**config.mk**
```make
export PLATFORM = sky130hd
export DESIGN_NAME = mode_sequencer
export DESIGN_NICKNAME = d
export VERILOG_FILES = /design/src/rtl/mode_seq_pkg.sv /design/src/rtl/interval_timer.sv /design/src/rtl/mode_sequencer.sv
export SDC_FILE = /design/constraint.sdc
export NUM_CORES = 1
export LEC_CHECK = 0
export BUFFER_PORTS_ARGS = -buffer_cell sky130_fd_sc_hd__buf_2
export CELL_PAD_IN_SITES_DETAIL_PLACEMENT = 0
export CELL_PAD_IN_SITES_GLOBAL_PLACEMENT = 2
export CORE_AREA = 2 2 72 74
export DETAILED_ROUTE_END_ITERATION = 10
export DIE_AREA = 0 0 74 76
export PLACE_DENSITY_LB_ADDON = 0.1
export SETUP_SLACK_MARGIN = 0.5
export SLEW_MARGIN = 20
export SYNTH_ARGS = -nofsm -noshare
export SYNTH_HDL_FRONTEND = slang
export SYNTH_HIERARCHICAL = 1
export SYNTH_SLANG_ARGS = --single-unit
```
**constraint.sdc**
```tcl
create_clock -name clk -period 3.88 [get_ports clk]
set_input_delay 0.97 -clock clk [delete_from_list [all_inputs] [get_ports clk]]
set_output_delay 0.97 -clock clk [all_outputs]
set_load 0.005 [all_outputs]
```
**src/rtl/mode_seq_pkg.sv**
```systemverilog
// mode_seq_pkg: shared state encoding and time-field limits for the front-panel time-setting sequencer.
package mode_seq_pkg;

    typedef enum logic [1:0] {
        RUN    = 2'd0,
        EDIT_H = 2'd1,
        EDIT_M = 2'd2,
        COMMIT = 2'd3
    } state_e;

    localparam int HOUR_W = 5;
    localparam int MIN_W  = 6;
    localparam logic [HOUR_W-1:0] HOUR_MAX = 5'd23;
    localparam logic [MIN_W-1:0]  MIN_MAX  = 6'd59;

endpackage

```
**src/rtl/interval_timer.sv**
```systemverilog
// interval_timer: free-running period counter with one-cycle done pulse; restarts on clr or on done.
module interval_timer #(
    parameter int unsigned PERIOD = 2
) (
    input  logic clk,
    input  logic rst,
    input  logic clr,
    input  logic en,
    output logic done
);

    localparam int unsigned W = $clog2(PERIOD);

    logic [W-1:0] cnt_q;

    assign done = en && !clr && (cnt_q == W'(PERIOD - 1));

    always_ff @(posedge clk or posedge rst) begin
        if (rst)
            cnt_q <= '0;
        else if (clr || done)
            cnt_q <= '0;
        else if (en)
            cnt_q <= cnt_q + 1'b1;
    end

endmodule

```
**src/rtl/mode_sequencer.sv**
```systemverilog
// mode_sequencer: RUN -> edit hours -> edit minutes -> commit controller with shadow time and blink.
// Idle-edit abandonment is built only when MODE_SEQ_TIMEOUT_EN is defined.
module mode_sequencer
    import mode_seq_pkg::*;
#(
    parameter int unsigned TIMEOUT_T = 20000,
    parameter int unsigned BLINK_T   = 2500
) (
    input  logic              clk,
    input  logic              rst,
    input  logic              short_p,
    input  logic              long_p,
    input  logic [HOUR_W-1:0] cur_h,
    input  logic [MIN_W-1:0]  cur_m,
    output logic [1:0]        mode,
    output logic [HOUR_W-1:0] set_h,
    output logic [MIN_W-1:0]  set_m,
    output logic              load,
    output logic              blink,
    output logic              timed_out
);

    if (TIMEOUT_T < 2 || BLINK_T < 2) begin : g_param_chk
        $error("mode_sequencer: TIMEOUT_T and BLINK_T must be >= 2");
    end

    state_e            state_q;
    logic [HOUR_W-1:0] set_h_q, set_h_d;
    logic [MIN_W-1:0]  set_m_q, set_m_d;
    logic              load_q, blink_q, timed_out_q;
    logic              edit, ev, blink_done, to_done;

    assign edit    = (state_q == EDIT_H) || (state_q == EDIT_M);
    assign ev      = short_p || long_p;
    assign set_h_d = (set_h_q == HOUR_MAX) ? '0 : set_h_q + 1'b1;
    assign set_m_d = (set_m_q == MIN_MAX) ? '0 : set_m_q + 1'b1;

    // Both timers sit at zero outside edit states and restart on any press.
    interval_timer #(.PERIOD(BLINK_T)) u_blink (
        .clk  (clk),
        .rst  (rst),
        .clr  (!edit || ev),
        .en   (edit),
        .done (blink_done)
    );

`ifdef MODE_SEQ_TIMEOUT_EN
    interval_timer #(.PERIOD(TIMEOUT_T)) u_timeout (
        .clk  (clk),
        .rst  (rst),
        .clr  (!edit || ev),
        .en   (edit),
        .done (to_done)
    );
`else
    assign to_done = 1'b0;
`endif

    always_ff @(posedge clk or posedge rst) begin
        if (rst) begin
            state_q     <= RUN;
            set_h_q     <= '0;
            set_m_q     <= '0;
            load_q      <= 1'b0;
            blink_q     <= 1'b0;
            timed_out_q <= 1'b0;
        end else begin
            load_q      <= 1'b0;
            timed_out_q <= 1'b0;
            case (state_q)
                RUN: begin
                    if (long_p) begin
                        state_q <= EDIT_H;
                        set_h_q <= cur_h;
                        set_m_q <= cur_m;
                        blink_q <= 1'b1;
                    end
                end
                EDIT_H, EDIT_M: begin
                    if (long_p) begin
                        state_q <= (state_q == EDIT_H) ? EDIT_M : COMMIT;
                        load_q  <= (state_q == EDIT_M);
                        blink_q <= (state_q == EDIT_H);
                    end else if (to_done) begin
                        state_q     <= RUN;
                        timed_out_q <= 1'b1;
                        blink_q     <= 1'b0;
                    end else if (short_p) begin
                        if (state_q == EDIT_H)
                            set_h_q <= set_h_d;
                        else
                            set_m_q <= set_m_d;
                        blink_q <= 1'b1;
                    end else if (blink_done) begin
                        blink_q <= ~blink_q;
                    end
                end
                default: state_q <= RUN;
            endcase
        end
    end

    assign mode      = state_q;
    assign set_h     = set_h_q;
    assign set_m     = set_m_q;
    assign load      = load_q;
    assign blink     = blink_q;
    assign timed_out = timed_out_q;

endmodule

```
=== Yosys cells after proc, flatten, opt, wreduce, memory -nomap -nowiden ===
Index checks and enable logic that the tools add are counted.

* Register bits: 27
* Input port bits: 15
* Output and inout bits: 16

* $add $sub $neg: 3
* Eq/ne operators: 12
* Mux-type cells: 25
* Bitwise logic cells: 1
* Reduce and logical (&&, ||, !) cells: 16

{| class="wikitable"
|+ Operator list
! kind !! count
|-
| 2-to-1 mux 6 bit || 5
|-
| 2-to-1 mux 5 bit || 5
|-
| 2-to-1 mux 12 bit || 2
|-
| adder 12 x 1 -> 12 bit (second input constant) || 1
|-
| == test 12 bit (second input constant) || 1
|-
| inequality test 2 bit (second input constant) || 6
|-
| case mux 6 bit (2 select lines) || 1
|-
| case mux 5 bit (2 select lines) || 1
|-
| AND reduction 5 bit || 2
|-
| 2-to-1 mux 1 bit || 7
|-
| adder 6 x 1 -> 6 bit (second input constant) || 1
|-
| == test 6 bit (second input constant) || 1
|-
| adder 5 x 1 -> 5 bit (second input constant) || 1
|-
| == test 5 bit (second input constant) || 1
|-
| logical OR 1 bit || 4
|-
| 2-to-1 mux 2 bit || 2
|-
| inequality test 4 x 3 -> 1 bit (second input constant) || 1
|-
| case mux 2 bit (2 select lines) || 1
|-
| nonzero test 2 bit || 2
|-
| AND reduction 3 bit || 1
|-
| == test 2 x 1 -> 1 bit (second input constant) || 1
|-
| == test 2 bit (second input constant) || 1
|-
| logical AND 1 bit || 2
|-
| logical NOT 1 bit || 2
|-
| 5 further kinds || 5
|}

=== Longest topological paths before layout ===
* Depth in word-level cells: 11
* Mapped depth: 9
* Gate-level depth less buffers: 8

=== By module ===
Netlist, hierarchy kept.

{| class="wikitable"
|+ Modules (own cells, without submodules)
! module !! instances !! cells an instance !! area an instance (um^2) !! sequential area each (um^2)
|-
| mode_sequencer || 1 || 112 || 1023.5 || 375.4
|-
| interval_timer || 1 || 64 || 653.1 || 300.3
|}

=== Worst setup path after synthesis ===
No wires, ideal clock.

* Path kind: input -> register
* Start point: input long_p
* End point: register set_h_q[0], in the netlist set_h[0]
* Setup time: 0.119 ns
* Data arrival time: 1.975 ns
* Slack: 1.786 ns
* Stages on the path: 4
* Path buffers: 0
* Cells stage by stage: nand2b_4 > a2111oi_4 > o221ai_1 > o21a_1

* Longest elaborated chain between the ends: 2
* Elaborated cells on any way between the ends: 3
* Classes of those cells: 2 x eq/ne; 1 x reduce/logical

{| class="wikitable"
|+ RTL lines
! what !! RTL line !! source
|-
| start: declaration || mode_sequencer.sv:12 || <nowiki>input logic long_p,</nowiki>
|-
| inequality test 2 bit (no source line) || - ||
|-
| AND reduction 5 bit (no source line) (*) || - ||
|-
| end signal: assignment || mode_sequencer.sv:74 || <nowiki>set_h_q <= cur_h;</nowiki>
|-
| end signal: assignment || mode_sequencer.sv:90 || <nowiki>set_h_q <= set_h_d;</nowiki>
|-
| end: declaration || mode_sequencer.sv:28 || <nowiki>logic [HOUR_W-1:0] set_h_q, set_h_d;</nowiki>
|}

Every way passes the cells marked *; elsewhere a longest branch is shown, timed or not.
A chain may end at the register's enable or synchronous reset.

=== Worst setup path in the final report ===
* Start point: register state_q[0], in the netlist mode[0]
* End point: register blink_q, in the netlist blink

* Longest elaborated chain between the ends: 9
* Elaborated cells on any way between the ends: 16
* Classes of those cells: 4 x eq/ne; 2 x mux; 10 x reduce/logical

{| class="wikitable"
|+ RTL lines
! what !! RTL line !! source
|-
| start: declaration || mode_sequencer.sv:27 || <nowiki>state_e state_q;</nowiki>
|-
| start signal: assignment || mode_sequencer.sv:81 || <nowiki>state_q <= (state_q == EDIT_H) ? EDIT_M : COMMIT;</nowiki>
|-
| == test 2 x 1 -> 1 bit / == test 2 bit (equally long branches) || mode_sequencer.sv:33 || <nowiki>assign edit = (state_q == EDIT_H) || (state_q == EDIT_M);</nowiki>
|-
| logical OR 1 bit (*) || mode_sequencer.sv:33 ||
|-
| via edit || mode_sequencer.sv:31 || <nowiki>logic edit, ev, blink_done, to_done;</nowiki>
|-
| logical NOT 1 bit || mode_sequencer.sv:42 || <nowiki>.clr (!edit || ev),</nowiki>
|-
| logical OR 1 bit || mode_sequencer.sv:42 ||
|-
| logical NOT 1 bit || interval_timer.sv:16 || <nowiki>assign done = en && !clr && (cnt_q == W'(PERIOD - 1));</nowiki>
|-
| logical AND 1 bit (*) (2 in series) || interval_timer.sv:16 ||
|-
| via blink_done || mode_sequencer.sv:31 ||
|-
| inequality test 4 x 3 -> 1 bit (no source line) (*) || - ||
|-
| AND reduction 3 bit (no source line) (*) || - ||
|-
| end signal: assignment || mode_sequencer.sv:83 || <nowiki>blink_q <= (state_q == EDIT_H);</nowiki>
|-
| end signal: assignment || mode_sequencer.sv:95 || <nowiki>blink_q <= ~blink_q;</nowiki>
|-
| end: declaration || mode_sequencer.sv:30 || <nowiki>logic load_q, blink_q, timed_out_q;</nowiki>
|}

The timed path passes the listed nets; every way through them passes the cells marked *.

==> impl_metrics.ini <==
[outcome]
status = finished, final reports clean

[synth]
synth-async-reset-ratio = 1.00
syn-mean-instance-area_sq_um = 9.53
synthAdderAreaFrac = 0.0522
synth_area_leaders = dfrtp_1, ha_1, nand2_1, o21ai_0, inv_1
synth_edf_count = 0
ys_ff_latch = 27
synth.distinct_cells = 51
synthXorXnorAreaFrac = 0.0209
synth_seq_area_share = 0.403
yosys.area.top_type = dfrtp_1
synth_compound_area_frac = 0.207
syn_area_sq_um = 1680
synth_top_family_by_area = simple AND/OR/NAND/NOR gates
synth_simple_gate_area_frac = 0.231
ys_warn_count = 6
synth_top_area_frac = 0.403
synth-main-ff-cell = dfrtp_1
synth.area.mux_share = 0.0306
syn_inst = 176
synth_nets = 198

[sta]
period_needed_ns = 2.65
worst_slew_pin_slew_ns = 0.942
max_freq_ghz = 0.377
fin_crit_sh = 0.684
rsz0062_at_grt = no
tns_ns = 0
fin_skew_ns = 0.00247
hold_viol_final = 0
timing.final.max_slew_violations = 0
hold_slack_ns = 0.556
relSlewSlack = 0.364
setup_violations = 0

[clock_tree]
cts_setup_buffers = 0
worstSkewPairLatency_ns = 0.28
tritoncts = built
cts.path.max_buffers = 2
cts_buffers = 3
cts-root-buf = clkbuf_8
ctsHoldBuffers = 0
cts_max_level = 1
cts_sinks = 27
path_clk_slew_ns = 0.10
cts-resized-gates = 0

[global_routing]
grt_pass1_wl_um = 6690
grt_start_max_net_pins = 25
grt_pass1_vias = 1386
grt_overflow_total = 0
track_usage = 0.149
antenna_found_initial = 0

[setup_path]
reg2reg_slack_ns = 1.23
reg2reg_from = mode[0]$_DFFE_PP0P_
critPathRequiredTime_ns = 4.05
cp_max_fo = 24
worst_r2r_path_depth = 8
setup.worst_path.class = flip-flop to flip-flop
r2r-end = blink$_DFFE_PP0P_
worstPathArrival_ns = 2.82
start_kind = flip-flop
crit_path_end_kind = flip-flop

[floorplanning]
fp.dieArea_sq_um = 5620
io_pins = 31
rows = 26
die_h_um = 76
start_util = 0.341
die_w_um = 74
coreArea_sq_um = 4910

[detailed_routing]
via_count = 1439
highest_layer = met4
drtIter0Drc = 116
wl_per_cell_um = 14.3
dr_wl_met3_um = 156
dr.pass1.iters = 4
detail-route-antenna-nets = 0
wirelength_um = 3880
wl_met1_um = 1970
vias_per_cell = 5.29
drc = 0
route.met2.wl_um = 1730

[place]
routabilityCongestion = 0.774
placed_cell_area_sq_um = 1880
port_buffers = 29
dp_hpwl_um = 2790

[power]
power.total_uw = 1390
power_leakage_uw = 0.000865
ir_worst_vdd_v = 0.000262
p_per_area_nw_per_um2 = 721

[final_layout]
diodes = 0
final_area_sq_um = 1930
layout-drive-gt1-share = 0.233
final_nets = 225
finish.utilization = 0.392
synthToLayoutAreaGrowth_pct = 14.9
final_cell_mix = buf_2, dfrtp_1, nand2_1, inv_1, nor2_1
final_common_cell = buf_2

[hold_path]
whs_endpoint = blink$_DFFE_PP0P_
hold_depth = 2
hold_start = blink$_DFFE_PP0P_
hold_path_class = flip-flop to flip-flop

[job]
maxCapViolCount = 0
-- cell families after synthesis --
group / after synthesis
other: 1
DFF: 27
xor gates and xnor gates: 4
muxes: 5
AOI/OAI and AO/OA: 48
adders and majority gates: 7
and+or+nand+nor: 63
buffers and inverters: 21
-- worst max-delay path, cell delays in order (launching register included) --
cell and delay (ns):
dfrtp_1 0.42, inv_1 0.10, ha_1 0.60, buf_4 0.38, or3b_2 0.53, nor2_1 0.16
nor2_1 0.06, o31ai_1 0.19, o41ai_1 0.10
-- routing by layer --
| metal | vias to the layer above | track usage |
|---|---|---|
| met3 | 2 | 0.0225 |
| met4 | 0 | 0.0455 |
| met2 | 28 | 0.221 |
| met5 | - | 0 |
| met1 | 713 | 0.220 |
| li1 | 696 | - |
-- where the power goes --
part           switching [uW]  internal [uW]  total (uW)
logic                     420            337         757
clock network             102           73.2         175
registers                94.9            361         456
total                     617            771        1390
-- through the flow --
stage	std cells	setup WS, ns
detailed placement	268	1.23
floorplan	176	1.79
CTS	272	1.22
global route	272	1.04
finish	272	1.23
global placement	268	1.28
-- state kept, by name (all words and copies together), names as in the netlist --
signal	flops
u_blink/cnt_q	12
set_m	6
set_h	5
mode	2
blink	1
load	1
-- cell type report --
| cell class | count | area [sq um] |
|---|---|---|
| clock inverters | 1 | 7.51 |
| clock buffers | 3 | 41.3 |
| fillers | 503 | 2990 |
| well taps | 70 | 87.6 |
| inverters | 13 | 48.8 |
| repair buffers | 30 | 153 |
| multi-input cells | 128 | 913 |
| flip-flops and latches | 27 | 676 |
-- Yosys cell counts, types with 2 or more instances --
cell / n
a21o_1: 2
a21oi_1: 8
a22o_1: 3
buf_2: 4
clkbuf_1: 2
dfrtp_1: 27
ha_1: 7
inv_1: 13
mux2i_1: 4
nand2_1: 16
nand3_1: 7
nand4_1: 3
nand4_4: 2
nand4b_1: 4
nor2_1: 12
nor4b_1: 2
o211ai_1: 2
o21a_1: 2
o21ai_0: 11
o221ai_1: 2
o22ai_1: 3
o31ai_1: 5
or3_1: 4
or4_1: 2
xor2_1: 3
-- worst max path at each step --
stage                        startpoint              endpoint  slack [ns]  cells after the start
finish              mode[0]$_DFFE_PP0P_     blink$_DFFE_PP0P_        1.23                      8
global route        mode[0]$_DFFE_PP0P_  set_m[2]$_DFFE_PP0P_        1.04                      6
CTS                 mode[0]$_DFFE_PP0P_  set_m[0]$_DFFE_PP0P_        1.22                      5
detailed placement  mode[0]$_DFFE_PP0P_  set_m[0]$_DFFE_PP0P_        1.23                      5
global placement                 long_p  set_m[0]$_DFFE_PP0P_        1.28                      4
floorplan                        long_p  set_h[0]$_DFFE_PP0P_        1.79                      4
Power figures use the tool's default switching activity.
